### src/rtl/mux_rr_nch.sv
// N-channel registered multiplexer with per-channel valid qualifiers.
// Selector mode or fair round-robin arbitration, plus saturating drop accounting.
module mux_rr_nch #(
  parameter int WIDTH    = 2,
  parameter int CHANNELS = 4,
  parameter int SEL_W    = $clog2(CHANNELS),
  parameter int CNT_W    = 8
) (
  input  logic                        clk,
  input  logic                        reset,
  input  logic                        mode,
  input  logic [SEL_W-1:0]            selector,
  input  logic [CHANNELS*WIDTH-1:0]   dataIn,
  input  logic [CHANNELS-1:0]         validIN,
  output logic [WIDTH-1:0]            dataOut,
  output logic                        validOUT,
  output logic [SEL_W-1:0]            grant,
  output logic [CNT_W-1:0]            drop_count
);

  logic [SEL_W-1:0]    last;
  logic [SEL_W-1:0]    cand;
  logic                hit;
  logic [CHANNELS-1:0] served;
  logic [WIDTH-1:0]    data_sel;
  logic                drop_inc;

  always_comb begin
    // NOTE: every variable gets a default before any branch, so no path
    // leaves a value unassigned and no latch is inferred.
    hit      = 1'b0;
    cand     = '0;
    served   = '0;
    data_sel = '0;

    if (!mode) begin
      // Comparing against each legal index keeps out-of-range selectors a miss.
      for (int k = 0; k < CHANNELS; k++) begin
        if (selector == SEL_W'(k) && validIN[k]) begin
          hit  = 1'b1;
          cand = SEL_W'(k);
        end
      end
    end else begin
      // Search starts just past the last RR grant and wraps modulo CHANNELS.
      for (int off = 1; off <= CHANNELS; off++) begin
        for (int k = 0; k < CHANNELS; k++) begin
          if (!hit && validIN[k] && k == (int'(last) + off) % CHANNELS) begin
            hit  = 1'b1;
            cand = SEL_W'(k);
          end
        end
      end
    end

    for (int k = 0; k < CHANNELS; k++) begin
      if (hit && cand == SEL_W'(k)) begin
        served[k] = 1'b1;
        data_sel  = dataIn[k*WIDTH +: WIDTH];
      end
    end
  end

  assign drop_inc = |(validIN & ~served);

  // NOTE: state updates use non-blocking assignments so every register
  // samples pre-edge values regardless of statement order.
  always_ff @(posedge clk or negedge reset) begin
    if (!reset) begin
      dataOut    <= '0;
      validOUT   <= 1'b0;
      grant      <= '0;
      drop_count <= '0;
      last       <= SEL_W'(CHANNELS - 1);
    end else begin
      validOUT <= hit;
      if (hit) begin
        dataOut <= data_sel;
        grant   <= cand;
        if (mode) last <= cand;
      end
      if (drop_inc && drop_count != '1) drop_count <= drop_count + CNT_W'(1);
    end
  end

endmodule

### config.mk
export PLATFORM = sky130hd
export DESIGN_NAME = mux_rr_nch
export DESIGN_NICKNAME = d
export VERILOG_FILES = /design/src/rtl/mux_rr_nch.sv
export SDC_FILE = /design/constraint.sdc
export NUM_CORES = 1
export LEC_CHECK = 0
export CAP_MARGIN = 15
export CORE_ASPECT_RATIO = 1.4
export CORE_MARGIN = 3
export CORE_UTILIZATION = 25
export CTS_BUF_LIST = sky130_fd_sc_hd__clkbuf_8
export DETAILED_ROUTE_END_ITERATION = 7
export PLACE_DENSITY = 0.52
export SKIP_CTS_REPAIR_TIMING = 1
export SYNTH_ARGS = -nofsm -noshare
export SYNTH_HDL_FRONTEND = slang
export SYNTH_SLANG_ARGS = --single-unit
### constraint.sdc
create_clock -name clk -period 4.2 [get_ports clk]
set_input_delay 0.84 -clock clk [delete_from_list [all_inputs] [get_ports clk]]
set_output_delay 0.84 -clock clk [all_outputs]
set_load 0.02 [all_outputs]
==> flow_metrics.py, run 1 <==
metrics = {
    "detailed_routing": {
        "drc_errors": 0,
        "routed_wl_um": 2470,
        "dr.first_iter.drc_count": 49,
        "drt-wirelength-per-cell_um": 14.5,
        "first_pass_iters": 4,
        "vias": 891,
        "viasPerCell": 5.24,
        "ant_nets": 0,
    },
    "place": {
        "dpl-instance-area_um2": 1320,
        "port_buffers": 29,
        "dp.cells": 166,
        "post-dp-hpwl_um": 1950,
        "finalWeightedCongestion": 0.777,
    },
    "clock_tree": {
        "cts_buffers": 3,
        "root_buffer": "clkbuf_8",
        "cts.htree.levels": 1,
        "clk_path_buf_depth": 2,
        "clock_sinks": 15,
        "clk_latency_ns": 0.24,
        "cts_tree": "built",
        "clk_pin_slew_worst_paths_ns": 0.06,
    },
    "logic_synthesis": {
        "syn-instance-count": 98,
        "postSynthAreaPerCell_um2": 10.3,
        "synth_edf_count": 0,
        "ys_seq_area_frac": 0.375,
        "syn_area_um2": 1010,
        "ys_types": 43,
        "yosys_register_bits": 15,
        "synth_fp_nets": 116,
        "ys.flop_type": "dfrtp_1",
        "synthArstFlopShare": 1.00,
        "yosysWarningCount": 0,
    },
    "timing": {
        "hold_viol": 0,
        "relSlewSlack": 0.558,
        "slew_violations": 0,
        "setup-tns-final_ns": 0,
        "rsz0062_at_grt": "no",
        "fmax_ghz": 0.302,
        "hold_slack_ns": 0.489,
        "finalSetupViolCount": 0,
        "worst_pin_slew_ns": 0.661,
        "period_share": 0.789,
        "fin_skew_ns": 0.00259,
        "fin_crit_ns": 3.31,
    },
    "cells_and_area": {
        "syn2layout_area_growth_pct": 35.8,
        "drive_above_1_share": 0.148,
        "final_area_um2": 1370,
        "final_nets": 147,
        "insertedDiodeCount": 0,
        "stdcell_count": 170,
    },
    "power": {
        "p_leak_nw": 0.552,
        "power_per_cell_area_nw_per_um2": 528,
        "ir_worst_vdd_mv": 0.354,
    },
    "worst_hold_path": {
        "worst_hold_path_type": "register to register",
    },
    "grt": {
        "grt_pass1_wl_um": 4370,
        "grt_max_degree": 16,
        "grt_overflow_total": 0,
        "grt_pass1_vias": 920,
        "grt_usage": 0.115,
        "antenna_found_initial": 0,
    },
    "critical_path": {
        "end_kind": "register",
        "crit_fanout": 9,
        "critPathArrivalTime_ns": 3.44,
        "crit_path_start_kind": "input port",
        "criticalPathCategory": "input port to register",
        "cp.required_ns": 4.33,
    },
    "run": {
        "cap_violations": 0,
    },
    "die": {
        "core_um2": 3770,
        "fp.dieW_um": 59.6,
        "rows": 26,
        "boundaryPins": 30,
        "initial_utilization": 0.267,
        "dieArea_um2": 4840,
        "die_h_um": 81.1,
    },
    "status": {
        "outcome": "finished clean",
    },
}
[routing by layer]
layer,vias up,GRT usage,part of all wire
li1,429,-,-
met1,438,0.152,0.41
met2,22,0.186,0.53
met3,2,0.0223,0.051
met4,0,0.0377,0.0045
met5,-,0,0
[flip-flops by register name (all words and copies together) (netlist names)]
name,cells
drop_count,8
dataOut,2
grant,2
last,2
validOUT,1
[path summary, 6_finish.rpt]
kind,start,to,slack (ns),depth (start not counted)
setup reg to reg,last[0],drop_count[1],1.68,7
setup / recovery,validIN[0],drop_count[1],0.89,7
max in group asynchronous,reset,dataOut[1],2.77,1
hold / removal,grant[0],grant[0],0.49,1
min in group asynchronous,reset,drop_count[4],1.00,1
hold reg to reg,grant[0],grant[0],0.49,1
[area by class of cell]
type / count / area (µm²)
clock inverters: 1 / 3.75
repair buffers: 29 / 290
fillers: 402 / 2410
inverters: 7 / 26.3
multi-input cells: 73 / 576
well taps: 42 / 52.6
flip-flops and latches: 15 / 378
clock buffers: 3 / 41.3
[cell usage after synthesis, drive strengths merged (2+ instances only)]
cell | n | area, µm²
a41oi | 2 | 17.5
nand3 | 2 | 10.0
or2 | 2 | 12.5
buf | 3 | 27.5
a21o | 2 | 15.0
a21oi | 9 | 45.0
and2 | 2 | 12.5
nand2 | 7 | 26.3
dfrtp | 13 | 325
a31oi | 4 | 25.0
a21boi | 2 | 30.0
mux2i | 4 | 40.0
dfstp | 2 | 52.6
o21ai | 5 | 25.0
inv | 7 | 26.3
nor2 | 4 | 17.5
and3 | 4 | 25.0
mux2 | 5 | 60.1
o211ai | 2 | 15.0
[power by group]
group | internal (W) | switching (W)
sequential | 0.000202 | 0.0000621
combinational | 0.000176 | 0.000170
clock | 0.0000645 | 0.0000467
total | 0.000442 | 0.000279
[cells in the final DEF, fill, tap and decap left out, types with 3 or more instances in the layout]
cell type,count
a21oi_1,9
a31oi_1,4
and3_1,4
clkbuf_8,3
clkdlybuf4s50_1,29
dfrtp_1,13
inv_1,6
mux2_2,3
mux2i_1,4
nand2_1,7
nor2_1,3
o21ai_1,3
[cells by family after synthesis]
kind of cell / count (synthesis) / synth area share
DFF: 15 / 0.375
AOI/OAI and AO/OA: 35 / 0.289
buffers and inverters: 10 / 0.0534
xor gates and xnor gates: 1 / 0.00870
muxes: 10 / 0.122
and+or+nand+nor: 26 / 0.139
adders and majority gates: 1 / 0.0124
[critical path, stage by stage]
cell,delay [ns]
clkdlybuf4s50_1,0.58
o41ai_1,0.52
a21boi_4,0.36
a211oi_2,0.08
o32ai_4,0.41
and2_1,0.32
mux2_4,0.32
[per-stage QoR]
stage	power [W]	setup slack [ns]	utilization
6_report	0.000722	0.887	0.362
4_1_cts	0.000731	0.869	0.362
5_1_grt	0.000780	0.716	0.362
3_5_place_dp	0.000615	0.616	0.350
3_3_place_gp	0.000612	0.723	0.350
2_1_floorplan	0.000458	1.37	-
(Power assumes the default switching activity.)
==> run 2: changes to the inputs <==
--- a/config.mk
+++ b/config.mk
@@ -11,7 +11,7 @@
 export CORE_UTILIZATION = 25
 export CTS_BUF_LIST = sky130_fd_sc_hd__clkbuf_8
 export DETAILED_ROUTE_END_ITERATION = 7
-export PLACE_DENSITY = 0.52
+export PLACE_DENSITY = 0.54
 export SKIP_CTS_REPAIR_TIMING = 1
 export SYNTH_ARGS = -nofsm -noshare
 export SYNTH_HDL_FRONTEND = slang
==> constraint.sdc (replaced) <==
create_clock -name clk -period 2.8 [get_ports clk]
set_input_delay 0.56 -clock clk [delete_from_list [all_inputs] [get_ports clk]]
set_output_delay 0.56 -clock clk [all_outputs]
set_load 0.02 [all_outputs]
==> run 2 against run 1 <==
- worst setup slack worse by 0.77 ns
- largest cell class unchanged
- sequential cell count unchanged
- sequential power increased by 48%
- clock-buffer cell count unchanged
- routed wire length grew 14%
- sequential share of layout area shrank 3.7 points
- non-clock buffer count up 21
- clock skew rose by 0.00094 ns
- combinational power rose by 68%
- core utilization rose by 5.6 points
- register-to-register slack got worse by 1.2 ns
- critical path type unchanged
==> flow_metrics.py, run 2 (synthesis gave the netlist of run 1 again) <==
metrics = {
    "status": {
        "outcome": "finished clean",
    },
    "place": {
        "dp.cells": 187,
        "finalWeightedCongestion": 0.923,
        "port_buffers": 29,
        "pre_cts_ws_ns": -0.251,
        "post-dp-hpwl_um": 2150,
    },
    "critical_path": {
        "critPathArrivalTime_ns": 2.81,
        "criticalPathCategory": "input port to register",
        "crit_fanout": 7,
        "cp.required_ns": 2.93,
        "end_kind": "register",
        "crit_path_start_kind": "input port",
    },
    "timing": {
        "rsz0062_at_grt": "no",
        "fin_skew_ns": 0.00354,
        "fin_crit_ns": 2.68,
        "slew_violations": 0,
        "fmax_ghz": 0.373,
        "relSlewSlack": 0.550,
        "finalSetupViolCount": 0,
        "finalWorstSetupSlack_ns": 0.118,
        "worst_pin_slew_ns": 0.673,
        "period_share": 0.958,
        "hold_viol": 0,
    },
    "die": {
        "dieArea_um2": 4840,
        "die_h_um": 81.1,
        "rows": 26,
        "core_um2": 3770,
        "boundaryPins": 30,
        "fp.dieW_um": 59.6,
        "initial_utilization": 0.267,
    },
    "cells_and_area": {
        "syn2layout_area_growth_pct": 56.6,
        "largest_register": "drop_count",
        "stdcell_count": 191,
        "drive_above_1_share": 0.302,
        "mostFrequentLayoutCells": "27 x clkdlybuf4s50_1, 21 x buf_4, 13 x dfrtp_1, 9 x a21oi_1, 7 x nand2_1",
        "layout_commonest_cell": "clkdlybuf4s50_1",
        "final_nets": 168,
        "insertedDiodeCount": 0,
        "largest_reg_flops": 8,
    },
    "worst_hold_path": {
        "worst_hold_path_type": "register to register",
    },
    "clock_tree": {
        "clk_path_buf_depth": 2,
        "cts_buffers": 3,
        "clock_sinks": 15,
        "clk_pin_slew_worst_paths_ns": 0.06,
        "cts.htree.levels": 1,
        "clk_latency_ns": 0.24,
        "cts_tree": "built",
        "root_buffer": "clkbuf_8",
    },
    "run": {
        "cap_violations": 0,
    },
    "grt": {
        "grt_pass1_vias": 1001,
        "antenna_found_initial": 0,
        "grt_usage": 0.119,
        "grt_max_degree": 16,
        "grt_pass1_wl_um": 4550,
        "grt_overflow_total": 0,
    },
    "detailed_routing": {
        "ant_nets": 0,
        "first_pass_iters": 4,
        "drc_errors": 0,
        "vias": 966,
        "routed_wl_um": 2830,
        "viasPerCell": 5.06,
        "drt-wirelength-per-cell_um": 14.8,
        "dr.first_iter.drc_count": 40,
    },
    "power": {
        "power_per_cell_area_nw_per_um2": 725,
        "power.total_w": 0.00114,
        "ir_worst_vdd_mv": 0.466,
        "p_leak_nw": 0.681,
    },
}
[run 2: cell types whose count changed in the layout (fill, tap and decap cells not counted), sizes merged]
cell,delta
clkdlybuf4s50,-2
buf,+21
clkinv,+1
dlymetal6s2s,+2
inv,-1
[run 2: layer usage]
metal / track usage / up-vias / wire length, µm / share of wire
li1: - / 471 / - / -
met1: 0.155 / 466 / 1190 / 0.42
met2: 0.201 / 25 / 1460 / 0.52
met3: 0.0175 / 4 / 141 / 0.050
met4: 0.0333 / 0 / 32 / 0.011
met5: 0 / - / 0 / 0
[run 2: final timing paths]
kind	depth (start not counted)	end	from	slack, ns
worst min register to register	1	grant[0]	grant[0]	0.49
max in group asynchronous	1	drop_count[6]	reset	1.64
worst max-delay path	7	drop_count[1]	validIN[0]	0.12
min in group asynchronous	1	dataOut[0]	reset	0.72
worst min-delay path	1	grant[0]	grant[0]	0.49
worst max register to register	7	drop_count[1]	last[0]	0.51
[run 2: stage by stage]
stage	TNS, ns	util	hold WS (ns)	area, µm²
after CTS	0	0.405	0.490	1530
after detailed placement	-1.94	0.392	0.475	1480
after global routing	0	0.418	0.508	1580
final	0	0.418	0.490	1580
after global placement	-1.18	0.392	0.472	1480
after floorplan	0	-	0.264	1010
[run 2: cell type report]
class                   instances  area, µm²
multi-input cells              73        622
repair buffers                 50        453
fillers                       395       2200
clock buffers                   3       41.3
clock inverters                 1       5.00
flip-flops and latches         15        378
inverters                       7       26.3
well taps                      42       52.6
[run 2: power by group]
| part | internal, W | leakage [nW] | switching (W) |
|---|---|---|---|
| clock | 0.0000983 | 0.0255 | 0.0000742 |
| sequential | 0.000303 | 0.173 | 0.0000891 |
| combinational | 0.000303 | 0.482 | 0.000277 |
| total | 0.000704 | 0.681 | 0.000440 |
[run 2: critical path: stages]
cell and delay [ns]:
clkdlybuf4s50_1 0.55, mux4_2 0.54, a21boi_4 0.20, a211oi_2 0.07, o32ai_4 0.37, and2_1 0.23
mux2_4 0.30
==> run 3: changes to the inputs <==
--- a/config.mk
+++ b/config.mk
@@ -5,13 +5,13 @@
 export SDC_FILE = /design/constraint.sdc
 export NUM_CORES = 1
 export LEC_CHECK = 0
-export CAP_MARGIN = 15
+export CAP_MARGIN = 10
 export CORE_ASPECT_RATIO = 1.4
 export CORE_MARGIN = 3
 export CORE_UTILIZATION = 25
 export CTS_BUF_LIST = sky130_fd_sc_hd__clkbuf_8
 export DETAILED_ROUTE_END_ITERATION = 7
-export PLACE_DENSITY = 0.54
+export PLACE_DENSITY = 0.58
 export SKIP_CTS_REPAIR_TIMING = 1
 export SYNTH_ARGS = -nofsm -noshare
 export SYNTH_HDL_FRONTEND = slang
==> run 3 against run 2 <==
- clock power about the same
- via count decreased by 0.21%
- worst setup slack improved by 0.030 ns
- first-iteration DRC count decreased by 7.5%
- final cell count decreased by 1.6%
- sequential power about the same
- global-route usage decreased by 0.56 points
- clock-buffer cell count unchanged
- die area unchanged
- clock skew about the same
- hold slack got worse by 0.0041 ns
- sequential cell count unchanged
==> flow_metrics.py, run 3 (synthesis gave the netlist of run 1 again) <==
metrics = {
    "detailed_routing": {
        "drt-wirelength-per-cell_um": 14.5,
        "dr.first_iter.drc_count": 37,
        "first_pass_iters": 4,
        "routed_wl_um": 2730,
        "drc_errors": 0,
        "vias": 964,
        "ant_nets": 0,
        "viasPerCell": 5.13,
    },
    "status": {
        "outcome": "finished clean",
    },
    "cells_and_area": {
        "insertedDiodeCount": 0,
        "final_nets": 165,
        "syn2layout_area_growth_pct": 49.9,
        "nFillCells": 384,
        "largest_register": "drop_count",
        "largest_reg_flops": 8,
        "drive_above_1_share": 0.267,
        "layout_commonest_cell": "clkdlybuf4s50_1",
        "mostFrequentLayoutCells": "29 x clkdlybuf4s50_1, 18 x buf_4, 13 x dfrtp_1, 9 x a21oi_1, 7 x nand2_1",
        "stdcell_count": 188,
        "final_util": 0.400,
    },
    "die": {
        "rows": 26,
        "fp.dieW_um": 59.6,
        "dieArea_um2": 4840,
        "boundaryPins": 30,
        "initial_utilization": 0.267,
        "core_um2": 3770,
        "die_h_um": 81.1,
    },
    "power": {
        "power.switching_w": 0.000437,
        "ir_worst_vdd_mv": 0.465,
        "intPower_w": 0.000694,
        "p_clk_frac": 0.152,
        "p_sw_frac": 0.386,
        "power_per_cell_area_nw_per_um2": 748,
        "p_leak_nw": 0.637,
        "share_seq_of_total_power": 0.349,
        "pwr-share-comb": 0.499,
    },
    "timing": {
        "relSlewSlack": 0.552,
        "slew_violations": 0,
        "finalWorstSetupSlack_ns": 0.148,
        "worst_pin_slew_ns": 0.669,
        "rsz0062_at_grt": "no",
        "fin_skew_ns": 0.00327,
        "finalSetupViolCount": 0,
        "period_share": 0.947,
        "hold_viol": 0,
        "fmax_ghz": 0.377,
        "fin_crit_ns": 2.65,
    },
    "critical_path": {
        "setup.worst_path.start": "validIN[0]",
        "cp.depth": 7,
        "cp.required_ns": 2.92,
        "crit_path_start_kind": "input port",
        "worstReg2RegStart": "last[0]",
        "crit_family": "compound AO/OA/AOI/OAI gates",
        "criticalPathCategory": "input port to register",
        "critPathBufInv": 1,
        "cp-endpoint": "drop_count[1]",
        "end_kind": "register",
        "slowest_delay_ns": 0.54,
        "slowest_stage": "clkdlybuf4s50_1",
        "reg2reg_to": "drop_count[1]",
        "cp_cell_sequence": "clkdlybuf4s50_1 > o41ai_1 > a21boi_4 > a211oi_2 > o32ai_4 > and2_1 > mux2_4",
        "r2r.worst_path.cells": 8,
        "crit_fanout": 6,
        "critPathArrivalTime_ns": 2.78,
        "reg2reg_slack_ns": 0.52,
    },
    "clock_tree": {
        "cts.htree.levels": 1,
        "clk_path_buf_depth": 2,
        "clock_sinks": 15,
        "cts_buffers": 3,
        "clk_pin_slew_worst_paths_ns": 0.06,
        "cts_tree": "built",
        "root_buffer": "clkbuf_8",
        "clk_latency_ns": 0.24,
    },
    "grt": {
        "grt_busiest_layer": "met2",
        "grt_pass1_wl_um": 4340,
        "met1_usage": 0.134,
        "use_met3": 0.0270,
        "antenna_found_initial": 0,
        "met2_usage": 0.201,
        "grt_overflow_total": 0,
        "grt_usage": 0.113,
        "grt_max_degree": 16,
        "grt_pass1_vias": 963,
    },
    "place": {
        "post-dp-hpwl_um": 2130,
        "finalWeightedCongestion": 0.833,
        "pre_cts_ws_ns": -0.0869,
        "dp.cells": 184,
        "port_buffers": 29,
    },
    "run": {
        "cap_violations": 0,
    },
    "worst_hold_path": {
        "worst_hold_path_type": "register to register",
    },
}
-- run 3: cell types whose count changed in the layout (fill, tap and decap cells not counted), sizes merged --
| cell | change |
|---|---|
| clkdlybuf4s50 | +2 |
| buf | -3 |
| dlymetal6s2s | -2 |
-- run 3: worst min-delay path by stage --
stage,start,end,slack (ns),cells past startpoint
global route,dataOut[1],dataOut[1],0.52,2
floorplan,reset,dataOut[0],0.26,0
detailed placement,grant[1],grant[1],0.48,1
global placement,grant[1],grant[1],0.47,1
finish,grant[1],grant[1],0.49,1
CTS,grant[1],grant[1],0.49,1
-- run 3: final cells by class --
class,instances,area [µm²],share of cell area
tap,42,52.6,0.0348
multi-input combinational,73,582,0.385
clock inverter,1,5.00,0.00331
timing repair buffer,47,425,0.282
inverter,7,26.3,0.0174
clock buffer,3,41.3,0.0273
sequential,15,378,0.250
-- run 3: power groups by stage --
stage | Clock (W) | Combinational, W | Sequential [W]
global route | 0.000193 | 0.000609 | 0.000411
CTS | 0.000176 | 0.000570 | 0.000397
floorplan | 0 | 0.000225 | 0.000463
detailed placement | 0 | 0.000557 | 0.000396
global placement | 0 | 0.000548 | 0.000393
finish | 0.000172 | 0.000564 | 0.000394
-- run 3: through the flow --
stage          TNS, ns  instance area (µm²)  total power, W  hold WS, ns
2_1_floorplan        0                 1010        0.000688        0.264
3_3_place_gp    -0.102                 1460        0.000941        0.466
3_5_place_dp    -0.272                 1460        0.000953        0.479
4_1_cts              0                 1500         0.00114        0.493
5_1_grt              0                 1510         0.00121        0.518
6_report             0                 1510         0.00113        0.486
-- run 3: per-layer routing --
layer / up-vias / part of all wire
met5: - / 0
li1: 467 / -
met2: 26 / 0.54
met4: 0 / 0.0055
met1: 469 / 0.40
met3: 2 / 0.055
